`config.mk`:
```
export PLATFORM = sky130hd
export DESIGN_NAME = bcpu_ibus_port
export DESIGN_NICKNAME = d
export VERILOG_FILES = /design/src/rtl/bcpu_defs.sv /design/src/rtl/bcpu_sync2.sv /design/src/rtl/bcpu_ibus_port.sv
export SDC_FILE = /design/constraint.sdc
export NUM_CORES = 1
export LEC_CHECK = 0
export CAP_MARGIN = 20
export CORE_MARGIN = 10
export CORE_UTILIZATION = 47
export DETAILED_ROUTE_END_ITERATION = 16
export PLACE_DENSITY = 0.78
export SYNTH_ARGS = -nofsm -noshare
export SYNTH_HDL_FRONTEND = slang
export SYNTH_SLANG_ARGS = --single-unit
```
`constraint.sdc`:
```
create_clock -name clk -period 2.8 [get_ports clk]
set_input_delay 0.28 -clock clk [delete_from_list [all_inputs] [get_ports clk]]
set_output_delay 0.28 -clock clk [all_outputs]
set_load 0.03 [all_outputs]
```
`src/rtl/bcpu_defs.sv`:
```
// Shared types for the BCPU IBUS port block: bus operation codes and port FSM states.
package bcpu_defs;

    typedef enum logic [1:0] {
        READ   = 2'd0,
        WRITE  = 2'd1,
        WAITE  = 2'd2,
        WAITNE = 2'd3
    } bus_wr_op_t;

    typedef enum logic [1:0] {
        IDLE = 2'd0,
        WAIT = 2'd1,
        ACK  = 2'd2
    } ibus_state_t;

endpackage

```
`src/rtl/bcpu_sync2.sv`:
```
// Two-flop synchronizer for a DATA_WIDTH-bit bus, synchronous active-high clear.
module bcpu_sync2 #(
    parameter int unsigned DATA_WIDTH = 16
) (
    input  logic                  clk,
    input  logic                  reset,
    input  logic [DATA_WIDTH-1:0] d_i,
    output logic [DATA_WIDTH-1:0] q_o
);

    logic [DATA_WIDTH-1:0] meta_q;
    logic [DATA_WIDTH-1:0] sync_q;

    always_ff @(posedge clk) begin
        if (reset) begin
            meta_q <= '0;
            sync_q <= '0;
        end else begin
            meta_q <= d_i;
            sync_q <= meta_q;
        end
    end

    assign q_o = sync_q;

endmodule

```
`src/rtl/bcpu_ibus_port.sv`:
```
// IBUS port block: 8 synchronized input ports, 8 masked-write output registers, READ/WRITE/WAITE/WAITNE.
// Optional wait timeout compiled in with `define BCPU_IBUS_WAIT_TIMEOUT_EN.
module bcpu_ibus_port
    import bcpu_defs::*;
#(
    parameter int unsigned           DATA_WIDTH      = 16,
    parameter logic [DATA_WIDTH-1:0] OUT_RESET_VALUE = '0,
    parameter int unsigned           TIMEOUT_CYCLES  = 1024
) (
    input  logic                  clk,
    input  logic                  reset,
    input  logic                  req_valid,
    input  bus_wr_op_t            req_op,
    input  logic [2:0]            req_port,
    input  logic [DATA_WIDTH-1:0] req_value,
    input  logic [DATA_WIDTH-1:0] req_mask,
    output logic                  ack,
    output logic [DATA_WIDTH-1:0] rd_data,
    output logic                  wait_timeout,
    output logic                  busy,
    input  logic [DATA_WIDTH-1:0] port_in  [8],
    output logic [DATA_WIDTH-1:0] port_out [8]
);

    ibus_state_t           state_q, state_d;
    bus_wr_op_t            op_q, op_d;
    logic [2:0]            port_q, port_d;
    logic [DATA_WIDTH-1:0] value_q, value_d;
    logic [DATA_WIDTH-1:0] mask_q, mask_d;
    logic [DATA_WIDTH-1:0] rd_data_q, rd_data_d;
    logic                  to_q, to_d;
    logic [DATA_WIDTH-1:0] port_out_q [8];
    logic [DATA_WIDTH-1:0] port_out_d [8];
    logic [DATA_WIDTH-1:0] sin [8];
    logic                  eq;
    logic                  hit;

    for (genvar g = 0; g < 8; g++) begin : g_sync
        bcpu_sync2 #(.DATA_WIDTH(DATA_WIDTH)) u_sync (
            .clk   (clk),
            .reset (reset),
            .d_i   (port_in[g]),
            .q_o   (sin[g])
        );
    end

`ifdef BCPU_IBUS_WAIT_TIMEOUT_EN
    localparam int unsigned CNT_W = (TIMEOUT_CYCLES > 2) ? $clog2(TIMEOUT_CYCLES) : 1;
    logic [CNT_W-1:0] cnt_q, cnt_d;
`endif

    assign eq  = (sin[port_q] & mask_q) == (value_q & mask_q);
    assign hit = (op_q == WAITE) ? eq : !eq;

    always_comb begin
        state_d    = state_q;
        op_d       = op_q;
        port_d     = port_q;
        value_d    = value_q;
        mask_d     = mask_q;
        rd_data_d  = rd_data_q;
        to_d       = to_q;
        port_out_d = port_out_q;
`ifdef BCPU_IBUS_WAIT_TIMEOUT_EN
        cnt_d      = cnt_q;
`endif
        case (state_q)
            IDLE: begin
                to_d = 1'b0;
                if (req_valid) begin
                    case (req_op)
                        READ: begin
                            rd_data_d = sin[req_port] & req_mask;
                            state_d   = ACK;
                        end
                        WRITE: begin
                            port_out_d[req_port] = (port_out_q[req_port] & ~req_mask) |
                                                   (req_value & req_mask);
                            state_d = ACK;
                        end
                        default: begin
                            op_d    = req_op;
                            port_d  = req_port;
                            value_d = req_value;
                            mask_d  = req_mask;
                            state_d = WAIT;
`ifdef BCPU_IBUS_WAIT_TIMEOUT_EN
                            cnt_d   = '0;
`endif
                        end
                    endcase
                end
            end
            WAIT: begin
                // A satisfied condition takes priority over an expiring timeout.
                if (hit) begin
                    rd_data_d = '0;
                    to_d      = 1'b0;
                    state_d   = ACK;
                end
`ifdef BCPU_IBUS_WAIT_TIMEOUT_EN
                else if (cnt_q == CNT_W'(TIMEOUT_CYCLES - 1)) begin
                    rd_data_d = '0;
                    to_d      = 1'b1;
                    state_d   = ACK;
                end else begin
                    cnt_d = cnt_q + 1'b1;
                end
`endif
            end
            ACK:     state_d = IDLE;
            default: state_d = IDLE;
        endcase
    end

    always_ff @(posedge clk) begin
        if (reset) begin
            state_q    <= IDLE;
            op_q       <= READ;
            port_q     <= '0;
            value_q    <= '0;
            mask_q     <= '0;
            rd_data_q  <= '0;
            to_q       <= 1'b0;
            port_out_q <= '{default: OUT_RESET_VALUE};
`ifdef BCPU_IBUS_WAIT_TIMEOUT_EN
            cnt_q      <= '0;
`endif
        end else begin
            state_q    <= state_d;
            op_q       <= op_d;
            port_q     <= port_d;
            value_q    <= value_d;
            mask_q     <= mask_d;
            rd_data_q  <= rd_data_d;
            to_q       <= to_d;
            port_out_q <= port_out_d;
`ifdef BCPU_IBUS_WAIT_TIMEOUT_EN
            cnt_q      <= cnt_d;
`endif
        end
    end

    assign ack          = (state_q == ACK);
    assign busy         = (state_q != IDLE);
    assign rd_data      = rd_data_q;
    assign port_out     = port_out_q;
`ifdef BCPU_IBUS_WAIT_TIMEOUT_EN
    assign wait_timeout = ack & to_q;
`else
    assign wait_timeout = 1'b0;
`endif

endmodule

```
# Word-level counts from Yosys, hierarchy flattened
# Cells that the tools add are included.
# classes
magnitude_cmp	3
eq_ne	8
n_mux	21
n_bitwise	10
reduce_logical	11
# ops
cell	n
16-bit 2-to-1 mux	10
16-bit binary-select mux with 3-bit select	3
128-bit bitwise mux	1
16-bit bitwise AND	5
16-bit demux with 3-bit select	1
16-bit one-hot mux with 2 select lines	1
16-bit equality test	1
16-bit inverter	1
16-bit bitwise OR	1
4-bit greater-or-equal comparator, second input constant	2
3-bit inverter with 4-bit output	2
2-bit 2-to-1 mux	3
3-bit AND reduction	2
2-bit by 1-bit equality test with 1-bit output, second input constant	2
2-bit equality test, second input constant	2
2-bit zero test	2
4-bit by 1-bit < comparator with 1-bit output, second input constant	1
2-bit != test, second input constant	2
2-bit one-hot mux with 2 select lines	1
4-bit AND reduction	1
2-bit nonzero test	2
2-bit by 1-bit != test with 1-bit output, second input constant	1
2-bit AND reduction	1
2-bit OR reduction	1
other kinds (4)	4
# word_totals
register_bits	439
inputBits	168
output_inout_bits	147
wordCells	83

# Longest topological paths before layout
# Gate-level depths: netlist (run 1).
# depth
ltp_word	10
mapped_depth	12
ltp_nobuf	9

# Modules after synthesis
# A second synthesis (run 1) with hierarchy kept.
# hier_totals
cells_unflattened	1781
area_unflattened_um2	16792.4
# by_module_without_submodules
module	n_inst	cells_each	area_per_inst_um2	seq_area_each_um2
bcpu_ibus_port	1	1245	9885.7	3663.5
bcpu_sync2	8	67	863.3	640.6

# Worst setup path before layout (run 1)
# OpenSTA, ideal clock, no wires.
# synth_timing
kind	reg-to-reg
startpoint	register port_q[0]
endpoint	register rd_data_q[13], in the netlist rd_data[13]
setup_time_ps	86
arrival_ps	2585
required_ps	2714
path_slack_ps	129
stages_incl_launch_ff	12
n_path_buf	4
period_less_slack_ps	2671
path_cell_list	dfxtp_1 -> buf_6 -> buf_12 -> buf_12 -> mux4_2 -> mux2i_1 -> xnor2_1 -> a221oi_1 -> o2111a_4 -> nor2_4 -> buf_8 -> a221oi_2
# synth_via
elab_chain_len	10
# synth_rtl
element	line_no	source
from (decl)	bcpu_ibus_port.sv:27	logic [2:0] port_q, port_d;
from (signal assigned)	bcpu_ibus_port.sv:132	port_q <= port_d;
3-bit inverter with 4-bit output (not written as such) *	bcpu_ibus_port.sv:52	assign eq = (sin[port_q] & mask_q) == (value_q & mask_q);
16-bit binary-select mux with 3-bit select *	bcpu_ibus_port.sv:52	
16-bit 2-to-1 mux (not written as such) * (2 in series)	bcpu_ibus_port.sv:52	
16-bit bitwise AND *	bcpu_ibus_port.sv:52	
16-bit equality test *	bcpu_ibus_port.sv:52	
1-bit zero test	bcpu_ibus_port.sv:53	assign hit = (op_q == WAITE) ? eq : !eq;
1-bit 2-to-1 mux *	bcpu_ibus_port.sv:53	
2-bit != test (no source line) *	--	
4-bit AND reduction (no source line) *	--	
to (signal assigned)	bcpu_ibus_port.sv:135	rd_data_q <= rd_data_d;
to (decl)	bcpu_ibus_port.sv:30	logic [DATA_WIDTH-1:0] rd_data_q, rd_data_d;
# Every way passes the cells marked *; elsewhere a longest branch is shown, timed or not. The select of a mux whose other input is x is not followed.
# A chain may end at the register's enable or synchronous reset.

# Worst setup path in the final report (run 1)
# layout_timing
startpoint	register port_q[0]
endpoint	register rd_data_q[9], in the netlist rd_data[9]
# Same word-level chain as after synthesis.

==> results.py, run 1 <==
metrics = {
    "outcome": {
        "status": "complete, but fails checks",
        "violations": "setup timing",
    },
    "cts": {
        "htreeDepth": 2,
        "ctsLongestPathBuffers": 3,
        "ctsHoldBuffers": 0,
        "clock_latency_ns": 0.56,
        "cts_tree": "built",
        "cts.reportedPaths.clkPinSlew_ns": 0.06,
        "cts_made_buffers": 44,
        "clock-sinks": 439,
        "root_buffer": "clkbuf_16",
    },
    "route": {
        "drt_wl_total_microns": 58840,
        "vias": 14369,
        "drcViolationCount": 0,
        "viasPerCell": 5.516,
        "drt_iter0_drc": 1433,
        "wl_per_cell_microns": 22.59,
        "dr.pass1.iters": 5,
        "ant_nets": 0,
    },
    "critical_path": {
        "worstPathMaxFanout": 8,
        "cp_top_family": "compound AO/OA/AOI/OAI gates",
        "crit_top_cell": "buf_12",
        "endpoint_kind": "flip-flop",
        "cp_data_required_time_ns": 3.25,
        "startpoint_type": "flip-flop",
        "critPathMaxStageDelay_ns": 0.42,
        "worstSetupPathType": "flip-flop to flip-flop",
        "path_buf_inv": 3,
        "cp_cell_sequence": "buf_12 > buf_12 > mux2_4 > o22ai_2 > a221oi_2 > mux2i_1 > a2111oi_2 > and3_4 > o2111a_4 > nor2_4 > buf_12 > a221oi_4",
        "critPathArrivalTime_ns": 3.30,
        "cp_slowest_cell": "dfxtp_4",
    },
    "timing": {
        "slew_headroom": 0.2790,
        "tightestPinTransition_ns": 1.068,
        "finalSetupViolCount": 13,
        "fin_skew_ns": 0.02574,
        "fin_ws_ns": -0.05089,
        "fmax_mhz": 350.8,
        "finalCritPeriodShare": 1.018,
        "whs_ns": 0.1323,
        "min_period_ns": 2.851,
        "hold_viol_final": 0,
        "rsz0062_at_grt": "true",
        "drv_slew": 0,
        "setup_tns_ns": -0.3606,
    },
    "synthesis": {
        "synth_ff_type": "dfxtp_1",
        "ys_seq_elements": 439,
        "ys.warnings.count": 0,
        "ys_seq_area_frac": 0.5181,
        "yosysUniqueCellTypes": 55,
        "syn_area_per_cell_sq_um": 9.507,
        "async_flop_share": 0,
        "netlist_instances": 1784,
        "synth-edff-count": 0,
        "synth_fp_nets": 1952,
        "synth_area_sq_mm": 0.01696,
    },
    "grt": {
        "antenna_found_initial": 1,
        "grt_usage": 0.2542,
        "grt_pass1_vias": 14340,
        "grt_pass1_wl_microns": 87650,
        "overflow": 0,
        "grt_max_degree": 85,
    },
    "die": {
        "ios": 315,
        "die_w_microns": 210.0,
        "die_h_microns": 210.0,
        "core_sq_mm": 0.03557,
        "die_area_sq_mm": 0.04409,
        "rows": 69,
        "start_util": 0.4769,
    },
    "cells_and_area": {
        "finalNetCount": 2279,
        "final_cell_area_sq_mm": 0.02274,
        "drive_above_1_share": 0.1325,
        "fillers": 2845,
        "mostFrequentLayoutCells": "dfxtp_1 (438), nand2_1 (315), clkdlybuf4s50_1 (309)",
        "final_util": 0.6394,
        "area_delta_synth_final_pct": 34.08,
        "fin_cells": 2605,
        "final_common_cell": "dfxtp_1",
    },
    "placed_design": {
        "gp_congestion": 0.9064,
        "io_buffer_count": 313,
        "placed_area_sq_mm": 0.02094,
        "placedCellCount": 2518,
        "dp_hpwl_microns": 43930,
        "place_ws_ns": -0.5910,
    },
    "flow_run": {
        "max_cap_viol_count": 0,
    },
    "power": {
        "p_leak_nw": 8.340,
        "power_density_mw_per_mm2": 618.4,
        "irDropWorstVdd_mv": 0.6008,
        "finalPower_mw": 14.06,
    },
    "hold_path": {
        "hp-class": "input port to flip-flop",
    },
}
-- cell families (layout without fill, tap and decap cells) --
| family | count (synthesis) | in the layout | synth area share |
|---|---|---|---|
| other | 1 | 2 | 0.0002211 |
| buffers and inverters | 144 | 503 | 0.03703 |
| muxes | 144 | 144 | 0.1136 |
| DFF | 439 | 439 | 0.5181 |
| and+or+nand+nor | 731 | 731 | 0.2088 |
| xor gates and xnor gates | 7 | 7 | 0.003615 |
| AOI/OAI and AO/OA | 318 | 318 | 0.1185 |
-- flip-flops by register name, summed over array words and instances, names as in the netlist --
| register | count |
|---|---|
| g_sync.u_sync.meta_q | 128 |
| g_sync.u_sync.q_o | 128 |
| port_out | 128 |
| mask_q | 16 |
| rd_data | 16 |
| value_q | 16 |
| port_q | 3 |
| op_q | 2 |
| state_q | 2 |
-- final cells by class --
| cell class | instances | area (sq um) | area share |
|---|---|---|---|
| Antenna cell | 1 | 2.502 | 0.0001100 |
| Clock buffer | 55 | 1202 | 0.05287 |
| Clock inverter | 23 | 311.5 | 0.01370 |
| Inverter | 17 | 63.81 | 0.002806 |
| Multi-Input combinational cell | 1201 | 7706 | 0.3389 |
| Sequential cell | 439 | 8792 | 0.3866 |
| Tap cell | 461 | 576.8 | 0.02536 |
| Timing Repair Buffer | 408 | 4086 | 0.1797 |
-- where the power goes --
group	internal [mW]	switching, mW
combinational	0.661	0.706
sequential	6.46	0.129
clock	3.62	2.49
-- cell usage after synthesis (all sizes together) (3+ instances only) --
cell,n,share of area
dfxtp,439,0.52
nand2,316,0.070
nor2b,266,0.098
a21oi,187,0.055
clkbuf,96,0.021
nor2,92,0.021
mux2i,68,0.040
mux2,42,0.028
mux4,34,0.046
buf,31,0.012
a221oi,30,0.018
o21ai,22,0.0065
inv,17,0.0038
nand2b,16,0.0059
o22ai,16,0.0059
a22oi,15,0.0066
and2,13,0.0048
nand3,12,0.0035
a311oi,7,0.0058
nor3,6,0.0018
o211ai,6,0.0027
a31oi,5,0.0018
xor2,5,0.0026
a2111oi,4,0.0021
a211oi,4,0.0018
a22o,4,0.0021
and3,4,0.0015
o2111ai,3,0.0015
o41ai,3,0.0015
-- final timing paths --
kind / slack (ns) / end / cells past startpoint / start
worst max register to register: -0.05 / rd_data[9]$_SDFFE_PP0P_ / 12 / port_q[0]$_SDFFE_PP0P_
worst min-delay path: 0.13 / port_q[1]$_SDFFE_PP0P_ / 3 / req_port[1]
worst max-delay path: -0.05 / rd_data[9]$_SDFFE_PP0P_ / 12 / port_q[0]$_SDFFE_PP0P_
worst min register to register: 0.43 / g_sync[5].u_sync.q_o[12]$_SDFF_PP0_ / 1 / g_sync[5].u_sync.meta_q[12]$_SDFF_PP0_
-- layer usage --
layer | share of wire | wire length [microns] | GRT usage
met3 | 0.088 | 5201 | 0.05278
met1 | 0.41 | 24000 | 0.3272
met2 | 0.46 | 27200 | 0.4111
met5 | 0 | 0 | 0
met4 | 0.041 | 2428 | 0.1002
-- repair_timing --
action	in CTS	in global routing
resized for setup	23	14
pin swaps	6	12
endpoints found under the setup margin	18	18
buffers inserted	6	3
gates cloned	2	1
-- worst reg2reg max path, stage by stage (launching register included) --
cell	delay (ns)
dfxtp_4	0.42
buf_12	0.15
buf_12	0.14
mux2_4	0.31
o22ai_2	0.18
a221oi_2	0.06
mux2i_1	0.16
a2111oi_2	0.39
and3_4	0.28
o2111a_4	0.23
nor2_4	0.06
buf_12	0.16
a221oi_4	0.22
Note: power is estimated with default switching activity, not from simulation.
==> inputs of run 2 (changes only) <==
Settings changed: CORE_UTILIZATION 47 to 56, PLACE_DENSITY 0.78 to 0.87.
Clock period 2.8 ns to 3.6 ns, I/O delays scaled along.
==> results.py, run 2 (synthesis results as in run 1) <==
metrics = {
    "outcome": {
        "status": "finished, final reports clean",
    },
    "flow_run": {
        "max_cap_viol_count": 0,
    },
    "critical_path": {
        "critPathArrivalTime_ns": 3.70,
        "cp_slowest_cell": "dfxtp_2",
        "worstPathMaxFanout": 24,
        "cp_data_required_time_ns": 4.00,
        "reg2reg_slack_ns": 0.30,
        "crit_start": "port_q[0]$_SDFFE_PP0P_",
        "critPathMaxStageDelay_ns": 0.63,
        "crit_cells": 10,
        "endpoint_kind": "flip-flop",
        "path_buf_inv": 1,
        "cp_top_family": "compound AO/OA/AOI/OAI gates",
        "startpoint_type": "flip-flop",
        "worstSetupPathType": "flip-flop to flip-flop",
        "cp_cell_sequence": "buf_12 > mux2_2 > o22ai_1 > a221oi_1 > xor2_1 > a2111oi_1 > and3_1 > a21oi_1 > o41ai_1 > a21oi_1",
        "crit_end": "rd_data[4]$_SDFFE_PP0P_",
        "r2r-end": "rd_data[4]$_SDFFE_PP0P_",
        "reg2reg_depth": 10,
        "crit_top_cell": "a21oi_1",
        "reg2reg_from": "port_q[0]$_SDFFE_PP0P_",
    },
    "timing": {
        "finalSetupViolCount": 0,
        "tightestPinTransition_ns": 0.9362,
        "fmax_mhz": 302.6,
        "hold_viol_final": 0,
        "whs_ns": 0.2892,
        "fin_skew_ns": 0.01883,
        "finalCritPeriodShare": 0.9179,
        "setup_tns_ns": 0,
        "drv_slew": 0,
        "slew_headroom": 0.3735,
        "min_period_ns": 3.305,
        "rsz0062_at_grt": "false",
    },
    "power": {
        "comb_power_share": 0.089,
        "p_leak_nw": 7.945,
        "p_clk_frac": 0.428,
        "netSwitchingPower_mw": 2.507,
        "power_density_mw_per_mm2": 486.4,
        "irDropWorstVdd_mv": 0.3362,
        "seqPwrFrac": 0.483,
        "p_sw_frac": 0.2356,
        "internal_power_mw": 8.135,
    },
    "die": {
        "rows": 63,
        "start_util": 0.5692,
        "core_sq_mm": 0.02980,
        "die_w_microns": 194.0,
        "die_area_sq_mm": 0.03765,
        "die_h_microns": 194.0,
        "ios": 315,
    },
    "route": {
        "drt_wl_total_microns": 57200,
        "drt_iter0_drc": 1394,
        "vias": 14382,
        "ant_nets": 0,
        "viasPerCell": 5.792,
        "dr.pass1.iters": 5,
        "wl_per_cell_microns": 23.04,
        "drcViolationCount": 0,
    },
    "grt": {
        "overflow": 0,
        "antenna_found_initial": 1,
        "grt_pass1_vias": 14118,
        "grt_max_degree": 120,
        "grt_usage": 0.2906,
        "grt_pass1_wl_microns": 86380,
    },
    "placed_design": {
        "dp_hpwl_microns": 42880,
        "gp_congestion": 0.9479,
        "io_buffer_count": 313,
        "placedCellCount": 2404,
    },
    "cts": {
        "clock-sinks": 439,
        "clock_latency_ns": 0.55,
        "cts_made_buffers": 43,
        "cts.reportedPaths.clkPinSlew_ns": 0.06,
        "cts_tree": "built",
        "ctsHoldBuffers": 0,
        "htreeDepth": 2,
        "root_buffer": "clkbuf_16",
        "ctsLongestPathBuffers": 3,
    },
    "cells_and_area": {
        "final_common_cell": "dfxtp_1",
        "diodes": 0,
        "fin_cells": 2483,
        "area_delta_synth_final_pct": 28.99,
        "drive_above_1_share": 0.1003,
        "final_util": 0.7343,
        "finalNetCount": 2228,
        "mostFrequentLayoutCells": "dfxtp_1 (438), nand2_1 (316), clkdlybuf4s50_1 (309)",
    },
    "hold_path": {
        "hp-class": "input port to flip-flop",
    },
}
run 2: changes by cell type in the layout (fill, tap and decap cells not counted), sizes merged:
cell	before	now
diode	1	0
clkinv	11	5
clkbuf	56	63
clkinvlp	4	5
buf	97	49
bufinv	6	3
bufbuf	1	0
run 2: power groups by stage:
| stage | combinational [mW] | sequential [mW] | clock (mW) |
|---|---|---|---|
| 2_1_floorplan | 0.530 | 5.19 | 0 |
| 3_3_place_gp | 0.914 | 5.24 | 0 |
| 3_5_place_dp | 0.927 | 5.24 | 0 |
| 4_1_cts | 0.934 | 5.13 | 4.56 |
| 5_1_grt | 1.01 | 5.15 | 4.77 |
| 6_report | 0.946 | 5.14 | 4.56 |
run 2: area by class of cell:
type                    instances  area [sq um]
clock buffers                  63          1261
clock inverters                15         183.9
fillers                      2063          7918
inverters                      17         63.81
multi-input cells            1201          7566
flip-flops and latches        439          8790
well taps                     390         488.0
repair buffers                358          3526
run 2: what timing repair did:
item / CTS / global route
setup endpoints to repair: 0 / 16
gates resized for setup: 0 / 2
buffers inserted: 0 / 0
run 2: worst register-to-register path, stage by stage (launching register included):
cell	delay [ns]
dfxtp_2	0.63
buf_12	0.27
mux2_2	0.35
o22ai_1	0.15
a221oi_1	0.08
xor2_1	0.16
a2111oi_1	0.54
and3_1	0.27
a21oi_1	0.16
o41ai_1	0.44
a21oi_1	0.12
run 2: worst min-delay path by stage:
stage,end,cells past startpoint,slack [ns],start
after floorplan,g_sync[0].u_sync.q_o[0]$_SDFF_PP0_,1,0.41,g_sync[0].u_sync.meta_q[0]$_SDFF_PP0_
after global placement,g_sync[3].u_sync.q_o[10]$_SDFF_PP0_,1,0.42,g_sync[3].u_sync.meta_q[10]$_SDFF_PP0_
after detailed placement,g_sync[3].u_sync.q_o[10]$_SDFF_PP0_,1,0.42,g_sync[3].u_sync.meta_q[10]$_SDFF_PP0_
after CTS,g_sync[3].u_sync.q_o[13]$_SDFF_PP0_,2,0.31,reset
after global routing,g_sync[3].u_sync.q_o[13]$_SDFF_PP0_,2,0.34,reset
final,g_sync[3].u_sync.q_o[13]$_SDFF_PP0_,2,0.29,reset
run 2: metal layers:
metal	up-vias	share of wire	global-route usage
met2	778	0.46	0.4622
met4	2	0.049	0.1255
met3	171	0.094	0.06916
met5	-	0.00019	0
met1	6864	0.40	0.3697
li1	6567	-	-
run 2: metrics by stage:
step / power (mW) / cell area (sq um) / setup WS, ns
4_1_cts: 10.63 / 21870 / 0.1121
5_1_grt: 10.92 / 21880 / 0.1047
6_report: 10.64 / 21880 / 0.2954
2_1_floorplan: 5.724 / 16960 / 0.9287
3_3_place_gp: 6.151 / 20420 / 0.2646
3_5_place_dp: 6.167 / 20420 / 0.1462
==> edit: new RTL, flow settings as in run 1 <==
Add a define of `BCPU_IBUS_WAIT_TIMEOUT_EN`.
--- a/src/rtl/bcpu_ibus_port.sv
+++ b/src/rtl/bcpu_ibus_port.sv
@@ -1,5 +1,7 @@
 // IBUS port block: 8 synchronized input ports, 8 masked-write output registers, READ/WRITE/WAITE/WAITNE.
 // Optional wait timeout compiled in with `define BCPU_IBUS_WAIT_TIMEOUT_EN.
+`define BCPU_IBUS_WAIT_TIMEOUT_EN
+
 module bcpu_ibus_port
     import bcpu_defs::*;
 #(
Check against the original RTL: same outputs for any inputs over 4 cycles, from zero or initial values and one cycle with reset high; that may be too few to reach the edited logic, so the function may still have changed.
==> edit against run 1 <==
The run still ends with setup timing left. Wire length up 2.8%. Count of clock-buffer cells in the layout up 11. Sequential cell count up 11. Clock power down 3.8%. Setup slack worse by 0.29 ns. Total power up 0.33%. Design area up 1.2%. Area after synthesis up 1.3%.
==> edit: results (changes against run 1) <==
cells_and_area:
  drive_above_1_share: 0.125  # was 0.133
  fillers: 2934  # was 2845
  antennaDiodeCount: 0  # was 1
  multiInputGateArea_um2: 7860  # was 7710 um^2
  num-nets-final: 2336  # was 2279
setup_path:
  critPathTopFamily: "compound AO/OA/AOI/OAI gates"  # unchanged
  rr_worst_depth: 13  # was 12
  arrival_ns: 3.60  # was 3.30 ns
  slowest_delay_ns: 0.44  # was 0.42 ns
  reg2reg_to: "rd_data[13]"  # was rd_data[9]
outcome:
  status: "complete, but fails checks"  # unchanged
  violations: "setup timing"  # unchanged
detailed_routing:
  wire_per_inst_um: 22.7  # was 22.6 um
  avgViaCountPerCell: 5.56  # was 5.52
place:
  place_area_um2: 21200  # was 20900 um^2
  dp_slack_ns: -0.413  # was -0.591 ns
  dp_hpwl_um: 45300  # was 43900 um
  io_buffers: 314  # was 313
worst_hold_path:
  hold_start: "reset"  # was req_port[1]
  whs_endpoint: "g_sync[7].u_sync.meta_q[10]"  # was port_q[1]
  holdPathStages: 2  # was 3
  hp-class: "input port to register"  # unchanged
clock_tree:
  clk_pin_slew_worst_paths_ns: 0.06  # about the same
sta:
  setup-violations-final: 29  # was 13
  hold-worst-slack_ns: 0.110  # was 0.132 ns
  worst_pin_slew_ns: 0.904  # was 1.07 ns
  worst_slack_ns: -0.337  # was -0.0509 ns
  skew_ns: 0.0180  # was 0.0257 ns
  tns_ns: -7.08  # was -0.361 ns
global_route:
  use_met3: 0.0493  # was 0.0528
  grt_pass1_wl_um: 89300  # was 87700 um
  grtUsageMet1: 0.327  # about the same
  grtUsageMet2: 0.428  # was 0.411
  grt.total_usage: 0.260  # was 0.254
  grt_pass1_vias: 14600  # was 14300
  grt_max_degree: 165  # was 85
synthesis:
  ys_seq_area_frac: 0.524  # was 0.518
  synth_fp_nets: 2007  # was 1952
  yosysUniqueCellTypes: 46  # was 55
  yosys-top-cells-count: "dfxtp_1 (450), nand2_1 (273), nor2b_1 (264)"  # was dfxtp_1 (439), nand2_1 (316), nor2b_1 (266)
  ys_warn_count: 0  # unchanged
## edit: cell count changes after synthesis, sizes merged, moves of 10 or more
cell    delta
dfxtp     +11
clkbuf    +11
mux2i     +10
nor2      +37
a22oi     +19
mux4      -18
nand2b    +10
nand3     +15
nand2     -43
## edit: what timing repair did
action / 4_1_cts / 5_1_grt
buffers inserted: 4 / 1
pin swaps: 4 / 7
cloned: 4 / 1
endpoints found under the setup margin: 29 / 29
gates resized for setup: 22 / 27
## edit: final cells by class
type,count,area share
clock buffer,66,0.0572
tap,461,0.0251
sequential,450,0.392
multi-input combinational,1250,0.342
timing repair buffer,412,0.177
clock inverter,14,0.00609
inverter,9,0.00147
## edit: report_power, final
group	leakage, nW	switching (W)	total, W	internal [W]
clock network	0.716	0.00244	0.00588	0.00344
registers	3.69	0.000131	0.00675	0.00662
logic	4.08	0.000765	0.00147	0.000708
total	8.48	0.00334	0.0141	0.0108
## edit: cells by family after synthesis
kind of cell             Yosys count  synth area share
AO/OA/AOI/OAI                    334             0.120
XOR/XNOR                          16           0.00859
adder cells (fa/ha/maj)            1          0.000728
buffers and inverters            138            0.0323
flip-flops                       450             0.524
multiplexers                     145            0.0999
AND/OR/NAND/NOR                  754             0.214
## edit: layer usage
metal	wire, um	part of all wire
met2	28300	0.47
met1	23600	0.39
met3	5940	0.098
met4	2610	0.043
met5	12	0.00020
## edit: through the flow
| stage | instances | total power (W) |
|---|---|---|
| after floorplan | 1838 | 0.00755 |
| after global placement | 2574 | 0.00820 |
| after detailed placement | 2574 | 0.00822 |
| after CTS | 2662 | 0.0141 |
| after global routing | 2662 | 0.0145 |
| final | 2662 | 0.0141 |
